File: src/rtl/log_pkg.sv
// Shared types and constants for the log-domain dot-product datapath.
// Log numbers are sign-enclosed: top bit is the sign, the rest is a fixed-point log2 magnitude.
package log_pkg;

    typedef enum logic [1:0] {IDLE, MUL, ACC, DONE} logseq_state_t;

    localparam bit LOG_ZERO = '0;

    function automatic int sign_of(input int width);
        return width - 1;
    endfunction

endpackage

File: src/rtl/log_prod_buffer.sv
// z-entry product register file: all entries written in one cycle, one entry read by index.
// Combinational read, one-cycle write; no flow control of its own.
module log_prod_buffer #(
    parameter int z     = 4,
    parameter int width = 16,
    parameter int KW    = (z > 1) ? $clog2(z) : 1
) (
    input  logic               clk,
    input  logic               wr_en,
    input  logic [width*z-1:0] wr_data,
    input  logic [KW-1:0]      rd_idx,
    output logic [width-1:0]   rd_data
);

    logic [width-1:0] prod_q [z];

    always_ff @(posedge clk) begin
        if (wr_en) begin
            for (int i = 0; i < z; i++) begin
                prod_q[i] <= wr_data[width*i +: width];
            end
        end
    end

    assign rd_data = prod_q[rd_idx];

endmodule

File: src/rtl/logadder.sv
// Log-domain adder: larger magnitude plus/minus a correction of 1.0 >> floor(|ma-mb|).
// Purely combinational; exact cancellation of equal opposite-sign operands returns all-zero.
module logadder
    import log_pkg::*;
#(
    parameter int width    = 16,
    parameter int int_bits = 5
) (
    input  logic [width-1:0] a,
    input  logic [width-1:0] b,
    output logic [width-1:0] s
);

    localparam int SB   = sign_of(width);
    localparam int MW   = width - 1;
    localparam int FRAC = MW - int_bits;
    localparam logic [MW-1:0] ONE = MW'(1) << FRAC;

    logic [MW-1:0] ma, mb, mbig, d, corr;
    logic          a_ge, sbig;

    always_comb begin
        ma   = a[MW-1:0];
        mb   = b[MW-1:0];
        a_ge = (ma >= mb);
        mbig = a_ge ? ma : mb;
        sbig = a_ge ? a[SB] : b[SB];
        d    = a_ge ? (ma - mb) : (mb - ma);
        corr = ONE >> d[MW-1:FRAC];
        if (a[SB] == b[SB]) begin
            s = {sbig, mbig + corr};
        end else if (d == '0) begin
            s = '0;
        end else begin
            s = {sbig, mbig - corr};
        end
    end

endmodule

File: src/rtl/logmultiplier_set.sv
// z parallel log-domain multipliers: sign XOR, magnitude add (wraps, no saturation).
// Purely combinational; no flow control.
module logmultiplier_set
    import log_pkg::*;
#(
    parameter int z        = 4,
    parameter int width    = 16,
    parameter int int_bits = 5
) (
    input  logic [width*z-1:0] a_set,
    input  logic [width*z-1:0] b_set,
    output logic [width*z-1:0] p_set
);

    localparam int SB   = sign_of(width);
    localparam int FRAC = width - 1 - int_bits;

    for (genvar i = 0; i < z; i++) begin : g_el
        logic [width-1:0]    a_e;
        logic [width-1:0]    b_e;
        logic [FRAC:0]       f_sum;
        logic [int_bits-1:0] i_sum;

        assign a_e   = a_set[width*i +: width];
        assign b_e   = b_set[width*i +: width];
        // Fraction and integer fields summed separately with an explicit carry.
        assign f_sum = {1'b0, a_e[FRAC-1:0]} + {1'b0, b_e[FRAC-1:0]};
        assign i_sum = a_e[SB-1:FRAC] + b_e[SB-1:FRAC] + int_bits'(f_sum[FRAC]);
        assign p_set[width*i +: width] = {a_e[SB] ^ b_e[SB], i_sum, f_sum[FRAC-1:0]};
    end

endmodule

File: src/rtl/log_dot_sequencer.sv
// Dot product over any number of z-wide beats: z parallel multiplies, then a serial fold; z+2 cycles per beat.
// in_ready only in IDLE; the result is held on out_valid/out_data until out_ready.
module log_dot_sequencer
    import log_pkg::*;
#(
    parameter int z        = 4,
    parameter int width    = 16,
    parameter int int_bits = 5
) (
    input  logic               clk,
    input  logic               reset,
    input  logic               in_valid,
    output logic               in_ready,
    input  logic [width*z-1:0] a_set,
    input  logic [width*z-1:0] b_set,
    input  logic               in_last,
    output logic               out_valid,
    input  logic               out_ready,
    output logic [width-1:0]   out_data,
    output logic               busy
);

    localparam int KW = (z > 1) ? $clog2(z) : 1;
    localparam logic [KW-1:0] K_LAST = KW'(z - 1);

    logseq_state_t      state_q;
    logic [width*z-1:0] a_q, b_q, prod_set;
    logic [width-1:0]   acc_q, acc_d, prod_k, sum;
    logic [KW-1:0]      k_q;
    logic               first_q, last_q;
    logic               in_ready_q, out_valid_q, busy_q;

    logmultiplier_set #(.z(z), .width(width), .int_bits(int_bits)) u_mul (
        .a_set (a_q),
        .b_set (b_q),
        .p_set (prod_set)
    );

    log_prod_buffer #(.z(z), .width(width), .KW(KW)) u_buf (
        .clk     (clk),
        .wr_en   (state_q == MUL),
        .wr_data (prod_set),
        .rd_idx  (k_q),
        .rd_data (prod_k)
    );

    logadder #(.width(width), .int_bits(int_bits)) u_add (
        .a (acc_q),
        .b (prod_k),
        .s (sum)
    );

    // The first product of a job seeds the accumulator rather than being added to zero.
    assign acc_d = first_q ? prod_k : sum;

    always_ff @(posedge clk) begin
        if (reset) begin
            state_q     <= IDLE;
            acc_q       <= {width{LOG_ZERO}};
            k_q         <= '0;
            first_q     <= 1'b1;
            last_q      <= 1'b0;
            a_q         <= '0;
            b_q         <= '0;
            in_ready_q  <= 1'b1;
            out_valid_q <= 1'b0;
            busy_q      <= 1'b0;
        end else begin
            case (state_q)
                IDLE: begin
                    if (in_valid) begin
                        a_q        <= a_set;
                        b_q        <= b_set;
                        last_q     <= in_last;
                        state_q    <= MUL;
                        in_ready_q <= 1'b0;
                        busy_q     <= 1'b1;
                    end
                end
                MUL: begin
                    k_q     <= '0;
                    state_q <= ACC;
                end
                ACC: begin
                    acc_q   <= acc_d;
                    first_q <= 1'b0;
                    if (k_q == K_LAST) begin
                        k_q <= '0;
                        if (last_q) begin
                            state_q     <= DONE;
                            out_valid_q <= 1'b1;
                        end else begin
                            state_q    <= IDLE;
                            in_ready_q <= 1'b1;
                            busy_q     <= 1'b0;
                        end
                    end else begin
                        k_q <= k_q + KW'(1);
                    end
                end
                DONE: begin
                    if (out_ready) begin
                        out_valid_q <= 1'b0;
                        acc_q       <= {width{LOG_ZERO}};
                        first_q     <= 1'b1;
                        state_q     <= IDLE;
                        in_ready_q  <= 1'b1;
                        busy_q      <= 1'b0;
                    end
                end
                default: state_q <= IDLE;
            endcase
        end
    end

    assign in_ready  = in_ready_q;
    assign out_valid = out_valid_q;
    assign out_data  = acc_q;
    assign busy      = busy_q;

endmodule

File: config.mk
export PLATFORM = sky130hd
export DESIGN_NAME = log_dot_sequencer
export DESIGN_NICKNAME = d
export VERILOG_FILES = /design/src/rtl/log_pkg.sv /design/src/rtl/log_prod_buffer.sv /design/src/rtl/logadder.sv /design/src/rtl/logmultiplier_set.sv /design/src/rtl/log_dot_sequencer.sv
export SDC_FILE = /design/constraint.sdc
export NUM_CORES = 1
export LEC_CHECK = 0
export ABC_CLOCK_PERIOD_IN_PS = 14200
export BUFFER_PORTS_ARGS = -buffer_cell sky130_fd_sc_hd__buf_2
export CORE_ASPECT_RATIO = 1.5
export CORE_MARGIN = 2
export CORE_UTILIZATION = 60
export DETAILED_ROUTE_END_ITERATION = 10
export MAX_ROUTING_LAYER = met4
export PLACE_DENSITY = 0.88
export SETUP_SLACK_MARGIN = 0.5
export SYNTH_ARGS = -nofsm -noshare
export SYNTH_HDL_FRONTEND = slang
export SYNTH_SLANG_ARGS = --single-unit
File: constraint.sdc
create_clock -name clk -period 14.2 [get_ports clk]
set_clock_uncertainty 0.1 [all_clocks]
set_input_delay 2.84 -clock clk [delete_from_list [all_inputs] [get_ports clk]]
set_output_delay 2.84 -clock clk [all_outputs]
set_load 0.01 [all_outputs]
==> flow_metrics.tcl <==
set metrics [dict create \
    status "complete, no violations" \
    wl_um 38600 \
    start_kind "flip-flop" \
    synth_edf_count 64 \
    fmax_ghz 0.139 \
    path_max_fanout 21 \
    hold_start "a_q[28]" \
    hold_class "reg2reg" \
    ff2ff_path_depth 21 \
    worstSetupPathType "reg2reg" \
    clk_pin_slew_ps 70 \
    cts_tree "built" \
    area_growth_pct 11.4 \
    drc 0 \
    grt_pass1_vias 11300 \
    drv_cap 0 \
    post-dp-hpwl_um 29100 \
    postCtsSetupBuffers 0 \
    finalSetupTns_ps 0 \
    yosysUniqueCellTypes 70 \
    power_density_mw_per_mm2 195 \
    num_io_pins 152 \
    rrSetupSlack_ps 6990 \
    layout-drive-gt1-share_pct 13.9 \
    port_buffers 151 \
    dp_cells 1885 \
    synthFlopType "dfxtp_1" \
    clock-root-buffer "clkbuf_16" \
    synth-seq-cells 219 \
    regToRegEndpoint "out_data[14]" \
    setup-violations-final 0 \
    peakVddDrop_uv 130 \
    ctsHoldBuffers 0 \
    crit_end "out_data[14]" \
    antenna_found_initial 0 \
    die_area_mm2 0.0232 \
    row_count 66 \
    crit_required_ps 14450 \
    cts_sinks 219 \
    place.gp.congestion 1.02 \
    fp.dieH_um 186 \
    routedWlPerCell_um 20.1 \
    yosysSeqAreaShare_pct 38.1 \
    fin_crit_ps 7210 \
    track_usage_pct 33.4 \
    grt_max_degree 94 \
    drv_slew 0 \
    drt_pre_antenna_iters 8 \
    leakage_nw 6.44 \
    finalPower_w 0.00286 \
    final_cells 1921 \
    ctsResizeCount 0 \
    overflow 0 \
    via_per_inst 6.05 \
    start_util_pct 61.0 \
    final_util_pct 68.0 \
    yosysWarnings 0 \
    syn_inst 1532 \
    coreArea_mm2 0.0216 \
    relSlewSlack_pct 29.1 \
    post-route-period-util_pct 50.7 \
    die_w_um 125 \
    end_kind "flip-flop" \
    numCtsBuffers 20 \
    async_reset_ff_share_pct 0 \
    clock_latency_ps 490 \
    arrival_ps 7460 \
    ant_nets 0 \
    synth_nets 1789 \
    tightest_slew_ps 1060 \
    drt-initial-drc-count 855 \
    dr_total_vias 11600 \
    synth_area_mm2 0.0132 \
    hold_viol 0 \
    hold_path_depth 2 \
    cts.htree.levels 1 \
    synth.avg_cell_area_um2 8.62 \
    grt_pass1_wl_um 59400 \
    final.hold.worst_slack_ps 360 \
    rsz0062_at_grt "no" \
    diodes 0 \
    nets 1892 \
    cts.path.max_buffers 3 \
]
-- area by class of cell --
type                       count  area [µm²]
tap                          272         340
clock inverter                 6        60.1
clock buffer                  30         612
multi-input combinational   1137        7490
sequential                   219        5020
fill                        1676        6920
timing repair buffer         158         811
inverter                      99         372
-- per-stage QoR --
stage	instance area (µm²)	setup WS [ps]
after detailed placement	14000	7080
after floorplan	13200	8050
after CTS	14700	6980
final	14700	6990
after global routing	14700	6410
after global placement	14000	7180
-- synthesized netlist by cell type, types with 10 or more instances --
cell type / instances / share of area, %
o21ai_0: 58 / 2.2
a21o_1: 36 / 2.0
o21bai_1: 16 / 0.91
fa_1: 12 / 1.8
mux4_2: 16 / 2.7
edfxtp_1: 64 / 15
mux2i_1: 10 / 0.76
nand4_1: 15 / 0.71
dfxtp_1: 155 / 24
a21oi_1: 237 / 9.0
xnor2_1: 40 / 2.7
nand2_1: 308 / 8.8
ha_1: 112 / 11
xor2_1: 33 / 2.2
inv_1: 98 / 2.8
clkbuf_1: 58 / 1.6
nand3_1: 16 / 0.61
o21ai_1: 13 / 0.49
nor3_1: 13 / 0.49
nor2_1: 56 / 1.6
nand2b_1: 11 / 0.52
-- per-layer routing --
| layer | track usage, % | routed length, µm | up-vias |
|---|---|---|---|
| li1 | - | - | 5524 |
| met1 | 33.9 | 13500 | 5461 |
| met2 | 61.2 | 20200 | 478 |
| met3 | 3.13 | 1930 | 160 |
| met4 | 22.2 | 2980 | 0 |
| met5 | - | 0 | - |
-- cells by family after synthesis --
logic type | share of synthesized area, %
buffers and inverters | 5.28
and+or+nand+nor | 15.0
adders and majority gates | 12.6
muxes | 3.66
DFF | 38.1
xor gates and xnor gates | 4.97
AOI/OAI and AO/OA | 20.5
-- critical path: stages (launching register included) --
cell and delay [ps]:
dfxtp_1 970, mux4_2 670, ha_1 570, nand4_1 220, or2_1 360, o21ai_2 340
buf_4 340, mux2i_1 330, xor2_1 160, nor4b_2 890, xnor2_1 230, inv_1 70
ha_1 230, a21oi_1 140, nor3_1 60, nor4_1 150, o21ai_1 140, a311o_1 400
a21oi_1 170, xnor2_1 90, a221oi_1 320, nor3_1 90
-- cells in the final DEF, fill, tap and decap left out, drive strengths merged, types with 5 or more instances in the layout --
cell type / count
a31oi: 8
ha: 112
nor2b: 9
xnor2: 41
nand2: 308
o21bai: 17
a211oi: 11
xor2: 33
fa: 12
inv: 100
nand2b: 11
nand3: 16
or3: 6
a21o: 36
o21a: 9
mux4: 16
nor2: 57
a21oi: 237
nor3: 13
o31ai: 5
edfxtp: 64
clkbuf: 30
dfxtp: 155
a221oi: 8
nor4: 7
buf: 158
nand4: 15
or2: 8
o21ai: 74
mux2i: 11
-- report_power, final --
group | leakage [nW] | switching, W | total [W] | internal [W]
sequential | 1.89 | 0.000105 | 0.000914 | 0.000809
clock | 0.333 | 0.000233 | 0.000551 | 0.000318
combinational | 4.22 | 0.000899 | 0.00140 | 0.000499
total | 6.44 | 0.00124 | 0.00286 | 0.00163
-- worst min-delay path by stage --
stage / to
global route: b_q[32]
detailed placement: a_q[50]
CTS: a_q[28]
floorplan: b_q[0]
global placement: b_q[6]
finish: a_q[28]
-- registers in the layout, indices dropped and copies added, names as in the netlist, named ones only --
name / cells
k_q: 2
b_q: 64
state_q: 2
out_data: 16
first_q: 1
a_q: 64
u_buf.prod_q: 64
out_valid: 1
busy: 1
last_q: 1
in_ready: 1
Power figures use the tool's default switching activity.
